## src/rtl/mem_access_stage.sv

```systemverilog
// Pipeline MEM stage: drives a req/ack data-memory port for loads and stores,
// stalls upstream while an access is outstanding and flags bad accesses/timeouts.
module mem_access_stage #(
  parameter int DATA_W  = 32,
  parameter int REG_W   = 5,
  parameter int TIMEOUT = 16
) (
  input  logic              clk,
  input  logic              rst,
  input  logic              i_valid,
  input  logic              i_MemRead,
  input  logic              i_MemWrite,
  input  logic              i_RegWrite,
  input  logic              i_MemToReg,
  input  logic [DATA_W-1:0] i_alu_data,
  input  logic [DATA_W-1:0] i_wdata,
  input  logic [REG_W-1:0]  i_rd,
  output logic              o_stall,
  output logic              o_RegWrite,
  output logic              o_MemToReg,
  output logic [DATA_W-1:0] o_mem_data,
  output logic [DATA_W-1:0] o_alu_data,
  output logic [REG_W-1:0]  o_rd,
  output logic              o_exc,
  output logic              o_bus_err,
  output logic              dmem_req,
  output logic              dmem_we,
  output logic [DATA_W-1:0] dmem_addr,
  output logic [DATA_W-1:0] dmem_wdata,
  input  logic              dmem_ack,
  input  logic [DATA_W-1:0] dmem_rdata
);

  // state  | meaning
  // S_IDLE | pass-through; launches a good memory op
  // S_WAIT | request outstanding, waiting for ack or timeout
  // S_DONE | one cycle presenting the latched result to MEM/WB
  typedef enum logic [1:0] {S_IDLE, S_WAIT, S_DONE} state_t;

  localparam logic [7:0] CNT_LAST = 8'(TIMEOUT - 1);

  state_t            state_q, state_d;
  logic [7:0]        cnt_q, cnt_d;
  logic              req_q, req_d;
  logic              we_q, we_d;
  logic [DATA_W-1:0] addr_q, addr_d;
  logic [DATA_W-1:0] wdata_q, wdata_d;
  logic              regwrite_q, regwrite_d;
  logic              memtoreg_q, memtoreg_d;
  logic [DATA_W-1:0] alu_q, alu_d;
  logic [REG_W-1:0]  rd_q, rd_d;
  logic [DATA_W-1:0] mdata_q, mdata_d;
  logic              berr_q, berr_d;

  logic mem_op, bad;

  assign mem_op = i_valid & (i_MemRead | i_MemWrite);
  assign bad    = mem_op & ((i_MemRead & i_MemWrite) | (i_alu_data[1:0] != 2'b00));

  always_ff @(posedge clk) begin
    if (rst) begin
      state_q    <= S_IDLE;
      cnt_q      <= '0;
      req_q      <= 1'b0;
      we_q       <= 1'b0;
      addr_q     <= '0;
      wdata_q    <= '0;
      regwrite_q <= 1'b0;
      memtoreg_q <= 1'b0;
      alu_q      <= '0;
      rd_q       <= '0;
      mdata_q    <= '0;
      berr_q     <= 1'b0;
    end else begin
      state_q    <= state_d;
      cnt_q      <= cnt_d;
      req_q      <= req_d;
      we_q       <= we_d;
      addr_q     <= addr_d;
      wdata_q    <= wdata_d;
      regwrite_q <= regwrite_d;
      memtoreg_q <= memtoreg_d;
      alu_q      <= alu_d;
      rd_q       <= rd_d;
      mdata_q    <= mdata_d;
      berr_q     <= berr_d;
    end
  end

  always_comb begin
    state_d    = state_q;
    cnt_d      = cnt_q;
    req_d      = req_q;
    we_d       = we_q;
    addr_d     = addr_q;
    wdata_d    = wdata_q;
    regwrite_d = regwrite_q;
    memtoreg_d = memtoreg_q;
    alu_d      = alu_q;
    rd_d       = rd_q;
    mdata_d    = mdata_q;
    berr_d     = berr_q;
    o_stall    = 1'b0;
    o_RegWrite = 1'b0;
    o_MemToReg = 1'b0;
    o_mem_data = '0;
    o_alu_data = '0;
    o_rd       = '0;
    o_exc      = 1'b0;
    o_bus_err  = 1'b0;

    case (state_q)
      S_IDLE: begin
        if (mem_op && !bad) begin
          o_stall    = 1'b1;
          state_d    = S_WAIT;
          cnt_d      = '0;
          req_d      = 1'b1;
          we_d       = i_MemWrite;
          addr_d     = i_alu_data;
          wdata_d    = i_wdata;
          regwrite_d = i_RegWrite;
          memtoreg_d = i_MemToReg;
          alu_d      = i_alu_data;
          rd_d       = i_rd;
          mdata_d    = '0;
          berr_d     = 1'b0;
        end else begin
          o_RegWrite = i_valid & i_RegWrite & ~bad;
          o_MemToReg = i_MemToReg;
          o_alu_data = i_alu_data;
          o_rd       = i_rd;
          o_exc      = bad;
        end
      end
      S_WAIT: begin
        o_stall = 1'b1;
        if (dmem_ack) begin
          mdata_d = we_q ? '0 : dmem_rdata;
          req_d   = 1'b0;
          state_d = S_DONE;
        end else if (cnt_q == CNT_LAST) begin
          req_d      = 1'b0;
          regwrite_d = 1'b0;
          mdata_d    = '0;
          berr_d     = 1'b1;
          state_d    = S_DONE;
        end else begin
          cnt_d = cnt_q + 8'd1;
        end
      end
      S_DONE: begin
        o_RegWrite = regwrite_q;
        o_MemToReg = memtoreg_q;
        o_mem_data = mdata_q;
        o_alu_data = alu_q;
        o_rd       = rd_q;
        o_bus_err  = berr_q;
        state_d    = S_IDLE;
      end
      default: state_d = S_IDLE;
    endcase

    // Status outputs stay quiet while reset is held, whatever the inputs show.
    if (rst) begin
      o_stall   = 1'b0;
      o_exc     = 1'b0;
      o_bus_err = 1'b0;
    end
  end

  assign dmem_req   = req_q;
  assign dmem_we    = we_q;
  assign dmem_addr  = addr_q;
  assign dmem_wdata = wdata_q;

endmodule
```

## config.mk

```make
export PLATFORM = sky130hd
export DESIGN_NAME = mem_access_stage
export DESIGN_NICKNAME = d
export VERILOG_FILES = /design/src/rtl/mem_access_stage.sv
export SDC_FILE = /design/constraint.sdc
export NUM_CORES = 1
export LEC_CHECK = 0
export BUFFER_PORTS_ARGS = -buffer_cell sky130_fd_sc_hd__buf_4
export CORE_MARGIN = 2
export CORE_UTILIZATION = 32
export CTS_CLUSTER_DIAMETER = 60
export DETAILED_ROUTE_END_ITERATION = 8
export SLEW_MARGIN = 25
export SYNTH_ARGS = -nofsm -noshare
export SYNTH_HDL_FRONTEND = slang
export SYNTH_SLANG_ARGS = --single-unit
```

## constraint.sdc

```tcl
create_clock -name clk -period 5 [get_ports clk]
set_input_delay 0.5 -clock clk [delete_from_list [all_inputs] [get_ports clk]]
set_output_delay 0.5 -clock clk [all_outputs]
set_load 0.05 [all_outputs]
```

======== Word-level counts from Yosys, hierarchy flattened ========
Index checks and enable logic that the tools add are counted.
storage, ports and cells
  register bits after elaboration ......... 116
  bits in latches ......................... 0
  memory bits (writable) .................. 0
  memory bits (read-only) ................. 0
  input port bits ......................... 109
  memories kept ........................... 0
cells by class
  add/subtract/negate cells ............... 1
  multiply operators ...................... 0
  divide/modulo/power cells ............... 0
  order comparisons ....................... 0
  equal/unequal tests ..................... 8
  shifts and indexed selects .............. 0
  mux-type cells .......................... 41
  bitwise logic cells ..................... 8
  reductions and logical operators ........ 10
operators by type and width
  kind                                            count
  2-to-1 mux 32 bit                               6
  case mux 32 bit (2 select lines)                2
  2-to-1 mux 8 bit                                3
  2-to-1 mux 1 bit                                17
  case mux 8 bit (2 select lines)                 1
  case mux 1 bit (2 select lines)                 6
  case mux 5 bit (2 select lines)                 1
  adder 8 x 1 -> 8 bit (second input constant)    1
  == test 8 x 4 -> 1 bit (second input constant)  1
  inequality test 2 bit (second input constant)   4
  AND reduction 4 bit                             2
  2-to-1 mux 2 bit                                3
  bitwise AND 1 bit                               5
  2-to-1 mux 5 bit                                1
  case mux 2 bit (2 select lines)                 1
  AND reduction 2 bit                             2
  nonzero test 2 bit                              2
  inequality test 3 bit (second input constant)   1
  AND reduction 3 bit                             1
  == test 2 x 1 -> 1 bit (second input constant)  1
  == test 2 bit (second input constant)           1
  zero test 2 bit                                 1
  bitwise OR 1 bit                                2
  logical AND 1 bit                               1
  2 further kinds                                 2

======== Logic depth before layout (Yosys ltp) ========
Gate-level depths: netlist of run 1.
  word-level depth ........................ 8
  mapped depth ............................ 6
  gate-level depth less buffers ........... 5

======== Least setup slack after synthesis of run 1 ========
Ideal clock, no wire load.
  kind .................................... input port to output port
  from .................................... in rst
  to ...................................... out o_bus_err
  arrival ................................. 2.323 ns
  required time ........................... 4.500 ns
  slack ................................... 2.177 ns
  cell stages on the path ................. 2
  buffers on the path ..................... 1
  path through ............................ clkbuf_1 nor4b_1
on the way
  longest elaborated chain between the ends .. 1
RTL lines
  item              RTL line  text
  start, declared   9         input logic rst,
  2-to-1 mux 1 bit  165       if (rst) begin
  end, declared     25        output logic o_bus_err,
Every way passes these cells.

======== Worst setup path after layout of run 1 ========
  from .................................... reg state_q[1]
  to ...................................... out o_RegWrite
on the way
  longest elaborated chain between the ends .. 2
  elaborated cells between the ends (all ways) .. 3
RTL lines
  item                                                     RTL line  text
  start, declared                                          42        state_t state_q, state_d;
  start signal, assigned                                   75        state_q <= state_d;
  == test 2 bit / zero test 2 bit (equally long branches)  112       case (state_q)
  case mux 1 bit (2 select lines) *                        112
  end, declared                                            19        output logic o_RegWrite,
Every way passes the cells marked *; elsewhere a longest branch is shown, timed or not.

==> qor.txt, run 1 <==
Crit end category - output pin
Tot GR Track Use - 19.36%
Ys async rst share - 0%
Synthesis Warnings - 0
CTS sink cnt - 116
Antenna viol nets, final - 0
Top-level port count - 249
Longest Clk Path Bufs - 2
Reg2Reg Launch Point - state_q[0]$_SDFFE_PP0P_
Final instance area - 7410 µm²
First-pass GRT wire length - 24800 µm
Port bufs - 248
HPWL Detailed - 10830 µm
Compound-gate portion of the synthesized area - 24.44%
Min-delay src - dmem_rdata[24]
Tcrit/Tclk final - 56.97%
Final hold vios - 0
Count of final setup violators - 0
Root Buffer - clkbuf_16
Syn Inst Count - 553
H-Tree Depth - 4
Worst reg2reg endpoint - mdata_q[6]$_SDFFE_PP0P_
Class of the tightest hold or removal check - input port to flip-flop
Hold EP - mdata_q[24]$_SDFFE_PP0P_
Most frequent cells in the layout - buf_4, nand2_1, dfxtp_1, a21oi_1, a22o_1
Area delta synth->final - 56.83%
Worst r2r path cells - 5
CTS clk-pin slew, worst paths - 0.05 ns
CTS Buf Count - 17
Worst VDD drop - 211.3 µV
Worst rel slew slack - 39.03%
Flop-to-flop setup slack - 2.17 ns
Hold Path Depth - 2
Row cnt - 44
Pwr dens - 368.8 nW/µm²
Core region area - 14480 µm²
Ant diodes - 0
Synth cell types - 38
Starting Density - 32.63%
Setup ws final - 2.152 ns
Number of max-cap violations - 0
Worst path required time - 4.50 ns
Post-synthesis area per instance - 8.543 µm²
WL/cell - 16.01 µm
Hold Buf Count CTS - 0
Mux contribution to synthesized area - 0.4237%
Worst EP arrival - 2.35 ns
Worst slack, placed - 2.187 ns
Later-pin clock latency in the skew report - 0.41 ns
Outcome - finished clean
Layout cell share with drive strength beyond 1 - 37.19%
Final WL - 15690 µm
Synth Area in XOR/XNOR - 0.1854%
WS Path Type - flip-flop to output pin
Worst Skew - 0.006194 ns
Post-CTS sizing - 0
Yosys reg bits - 116
Grt ovf - 0
Final GP Congestion - 0.8070
Most used DFF post-synth - dfxtp_1
Synth Area in Adders - 0.2648%
Placement Cell Area - 6719 µm²
Final slew viol count - 0
DRT iter0 DRCs - 206
Number of flops mapped to enable cells by yosys - 0
Die Ht - 125.5 µm
Drt via density - 5.053
Fmax - 0.3511 GHz
Slew at the pin with the worst max-slew slack - 0.9146 ns
Die X - 125.5 µm
Via count - 4952
Vias in the first global route - 4830
Pin count of the biggest net entering global routing - 89
Nets@finish - 893
Die footprint - 15750 µm²
Startpoint class of the critical path - flip-flop
Drt pass-1 iters - 4
Post-CTS setup buffer count - 0
DRC Markers - 0
Most common cell after layout, fill and taps aside - buf_4
Crit Path Max Fanout - 41
Pleak - 3.312 nW
CTS tree - done
Syn_nets - 663
Sequential fraction of the synthesis area - 49.15%
RSZ-0062 raised after global routing - no
Simple-gate share of the synthesized area - 21.08%
Initial antenna violation count - 1
Final min period - 2.848 ns
Mapped Area - 4725 µm²
Main combinational cell family by area after synthesis - compound AO/OA/AOI/OAI gates
TNS Setup - 0 ns
## through the flow
step / std cells / total power, mW / hold WS (ns) / util [%]
2_1_floorplan: 553 / 1.191 / 0.4347 / -
3_3_place_gp: 946 / 1.343 / 0.4435 / 46.22
3_5_place_dp: 948 / 1.346 / 0.4466 / 46.41
4_1_cts: 980 / 2.765 / 0.2915 / 51.18
5_1_grt: 980 / 2.828 / 0.2912 / 51.18
6_report: 980 / 2.733 / 0.3131 / 51.18
## layout make-up
type | instances | area [µm²]
Sequential cell | 116 | 2323
Tap cell | 184 | 230.2
Multi-Input combinational cell | 387 | 2213
Clock buffer | 20 | 466.7
Fill cell | 1343 | 7069
Inverter | 5 | 18.77
Clock inverter | 12 | 224.0
Timing Repair Buffer | 256 | 1933
## cells by family (layout without fill, tap and decap cells)
kind of cell / Yosys count / in the layout
adder cells (fa/ha/maj): 1 / 1
AO/OA/AOI/OAI: 165 / 165
multiplexers: 2 / 2
AND/OR/NAND/NOR: 218 / 218
XOR/XNOR: 1 / 1
flip-flops: 116 / 116
buffers and inverters: 50 / 293
## cell usage after synthesis (2+ instances only)
| cell | instances | area [µm²] |
|---|---|---|
| a211o_1 | 2 | 17.52 |
| a21oi_1 | 73 | 365.4 |
| a22o_1 | 68 | 595.6 |
| a22oi_1 | 5 | 37.54 |
| and3_1 | 34 | 212.7 |
| buf_2 | 18 | 90.09 |
| clkbuf_1 | 27 | 101.4 |
| dfxtp_1 | 116 | 2322 |
| inv_1 | 5 | 18.77 |
| mux2i_1 | 2 | 20.02 |
| nand2_1 | 144 | 540.5 |
| nand2b_1 | 7 | 43.79 |
| nand3_1 | 4 | 20.02 |
| nand4_1 | 2 | 12.51 |
| nor2_1 | 9 | 33.78 |
| nor3_1 | 4 | 20.02 |
| nor3b_1 | 4 | 30.03 |
| o21ai_0 | 2 | 10.01 |
| o21ai_1 | 2 | 10.01 |
| o22ai_1 | 3 | 18.77 |
| o32ai_1 | 3 | 26.28 |
| or3_1 | 3 | 18.77 |
## flip-flops by register name, indices dropped and copies added (netlist names)
name / flops
state_q: 2
berr_q: 1
rd_q: 5
dmem_wdata: 32
dmem_we: 1
alu_q: 32
regwrite_q: 1
memtoreg_q: 1
dmem_req: 1
mdata_q: 32
cnt_q: 8
## layer usage
metal	wire length [µm]	share of wire (%)	up-vias	track usage, %
met2	7191	46	224	29.92
met5	16	0.10	-	0
met4	338	2.2	2	6.993
met3	1594	10	24	9.029
met1	6553	42	2285	23.65
li1	-	-	2417	-
## how the worst max path moves through the flow
stage / start / to / slack (ns) / cells past startpoint
floorplan: rst / o_bus_err / 2.18 / 2
global placement: i_MemWrite / dmem_wdata[6]$_SDFFE_PP0P_ / 2.07 / 6
detailed placement: state_q[0]$_SDFFE_PP0P_ / mdata_q[10]$_SDFFE_PP0P_ / 2.19 / 5
CTS: state_q[1]$_SDFFE_PP0P_ / o_RegWrite / 2.14 / 6
global route: state_q[0]$_SDFFE_PP0P_ / mdata_q[14]$_SDFFE_PP0P_ / 1.91 / 5
finish: state_q[1]$_SDFFE_PP0P_ / o_RegWrite / 2.15 / 6
## power breakdown
group / internal [mW] / switching, mW
Combinational: 0.140 / 0.231
Clock: 0.976 / 0.431
Sequential: 0.942 / 0.0131
Total: 2.06 / 0.675
## worst max-delay path, cell delays in order, from the launching register on
cell	delay (ns)
dfxtp_2	0.76
inv_1	0.20
nor2_2	0.14
buf_4	0.39
nand2_1	0.09
o21ai_0	0.10
buf_4	0.24
(Power assumes the default switching activity.)
==> run 2, diff against run 1 <==
==> constraint.sdc (replaced) <==
create_clock -name clk -period 2.7 [get_ports clk]
set_input_delay 0.27 -clock clk [delete_from_list [all_inputs] [get_ports clk]]
set_output_delay 0.27 -clock clk [all_outputs]
set_load 0.05 [all_outputs]
==> qor.txt, run 2 (synthesis results as in run 1) <==
Sequential Area - 2322 µm²
Vias in the first global route - 4699
Grt ovf - 0
Startpoint class of the critical path - flip-flop
Die Ht - 125.5 µm
Port bufs - 248
Number of max-cap violations - 0
Drt pass-1 iters - 4
Reg power frac - 37.7%
Via count - 4947
Pwr dens - 637.1 nW/µm²
Area delta synth->final - 55.99%
Final min period - 2.343 ns
Worst EP arrival - 2.07 ns
Crit Path Max Fanout - 36
Slew at the pin with the worst max-slew slack - 0.8583 ns
Tcrit/Tclk final - 86.76%
Antenna viol nets, final - 0
Worst VDD drop - 417.0 µV
Starting Density - 32.63%
Combinational power share - 14.8%
Highest cell delay on the worst timing path - 0.47 ns
RSZ-0062 raised after global routing - no
Final GP Congestion - 0.8408
CTS tree - done
DRT iter0 DRCs - 212
Later-pin clock latency in the skew report - 0.41 ns
CTS sink cnt - 116
First-pass GRT wire length - 24140 µm
Worst hold slack - 0.07532 ns
Die footprint - 15750 µm²
Top-level port count - 249
TNS Setup - 0 ns
Sw Share - 26.05%
CTS clk-pin slew, worst paths - 0.05 ns
CTS Buf Count - 17
Final WL - 15580 µm
Hold Buf Count CTS - 0
Count of final setup violators - 0
Pleak - 3.294 nW
Fmax - 0.4269 GHz
Drt via density - 5.033
Final hold vios - 0
DRC Markers - 0
Layout cell share with drive strength beyond 1 - 36.92%
Nets@finish - 897
Tot GR Track Use - 19.16%
Fill count - 1350
Worst rel slew slack - 42.78%
Clk pwr share - 47.5%
Top cell by count, worst path - buf_4
Worst path required time - 2.43 ns
Class of the tightest hold or removal check - input port to flip-flop
Critical Path Slowest Stage Cell - dfxtp_1
Ant diodes - 0
Internal power - 3.472 mW
CP cell instances - a311oi_4 -> buf_4 -> a22o_1 -> buf_4
Worst Skew - 0.005343 ns
Post-CTS setup buffer count - 0
Initial antenna violation count - 0
Die X - 125.5 µm
Pin count of the biggest net entering global routing - 81
Root Buffer - clkbuf_16
WL/cell - 15.85 µm
Outcome - finished clean
WS Path Type - flip-flop to output pin
Row cnt - 44
Post-CTS sizing - 0
Final slew viol count - 0
H-Tree Depth - 4
Most frequent cells in the layout - buf_4, nand2_1, dfxtp_1, a21oi_1, a22o_1
HPWL Detailed - 11000 µm
Longest Clk Path Bufs - 2
Crit end category - output pin
Most common cell after layout, fill and taps aside - buf_4
Core region area - 14480 µm²
Multi-input logic area - 2213 µm²
Sw Pwr - 1.223 mW
## run 2: cell count changes in the layout (fill, tap and decap cells not counted), sizes merged
cell      change
buf           +4
bufinv        -3
clkinv        +3
clkbuf        +1
clkinvlp      -1
inv           -1
## run 2: final cells by class
| class | instances | area share (%) |
|---|---|---|
| Clock buffer | 21 | 6.112 |
| Clock inverter | 10 | 1.800 |
| Inverter | 5 | 0.2547 |
| Multi-Input combinational cell | 387 | 30.03 |
| Sequential cell | 116 | 31.51 |
| Tap cell | 184 | 3.124 |
| Timing Repair Buffer | 260 | 27.16 |
## run 2: layer usage
metal / wire length (µm) / global-route usage [%]
met5: 0 / 0
met4: 233 / 6.928
met3: 1649 / 7.702
met2: 7283 / 30.43
met1: 6411 / 23.47
## run 2: final timing paths
| check | startpoint | to | slack (ns) | cells after the start |
|---|---|---|---|---|
| worst min register to register | rd_q[4]$_SDFFE_PP0P_ | rd_q[4]$_SDFFE_PP0P_ | 0.45 | 2 |
| worst max-delay path | state_q[0]$_SDFFE_PP0P_ | o_alu_data[15] | 0.36 | 4 |
| worst max register to register | state_q[0]$_SDFFE_PP0P_ | mdata_q[10]$_SDFFE_PP0P_ | 0.63 | 4 |
| worst min-delay path | dmem_rdata[0] | mdata_q[0]$_SDFFE_PP0P_ | 0.08 | 2 |
## run 2: worst max-delay path, delay by kind of cell (launching register included)
kind	cells	cell delay, ns
flip-flops	1	0.47
buffers and inverters	2	0.62
AO/OA/AOI/OAI	2	0.55
## run 2: power by group through the flow
stage | clock (mW) | sequential [mW] | combinational (mW)
final | 2.23 | 1.77 | 0.695
after global routing | 2.37 | 1.77 | 0.730
after CTS | 2.28 | 1.77 | 0.698
after detailed placement | 0 | 1.80 | 0.697
after global placement | 0 | 1.80 | 0.693
after floorplan | 0 | 1.88 | 0.328
## run 2: through the flow
step / power, mW / utilization, % / instances / setup WS, ns / area, µm²
after floorplan: 2.206 / - / 553 / 0.2720 / 4725
after global placement: 2.495 / 46.87 / 952 / 0.7007 / 6787
after detailed placement: 2.500 / 46.87 / 952 / 0.6441 / 6787
after CTS: 4.747 / 50.90 / 983 / 0.3408 / 7370
after global routing: 4.869 / 50.90 / 983 / 0.2372 / 7370
final: 4.695 / 50.90 / 983 / 0.3575 / 7370
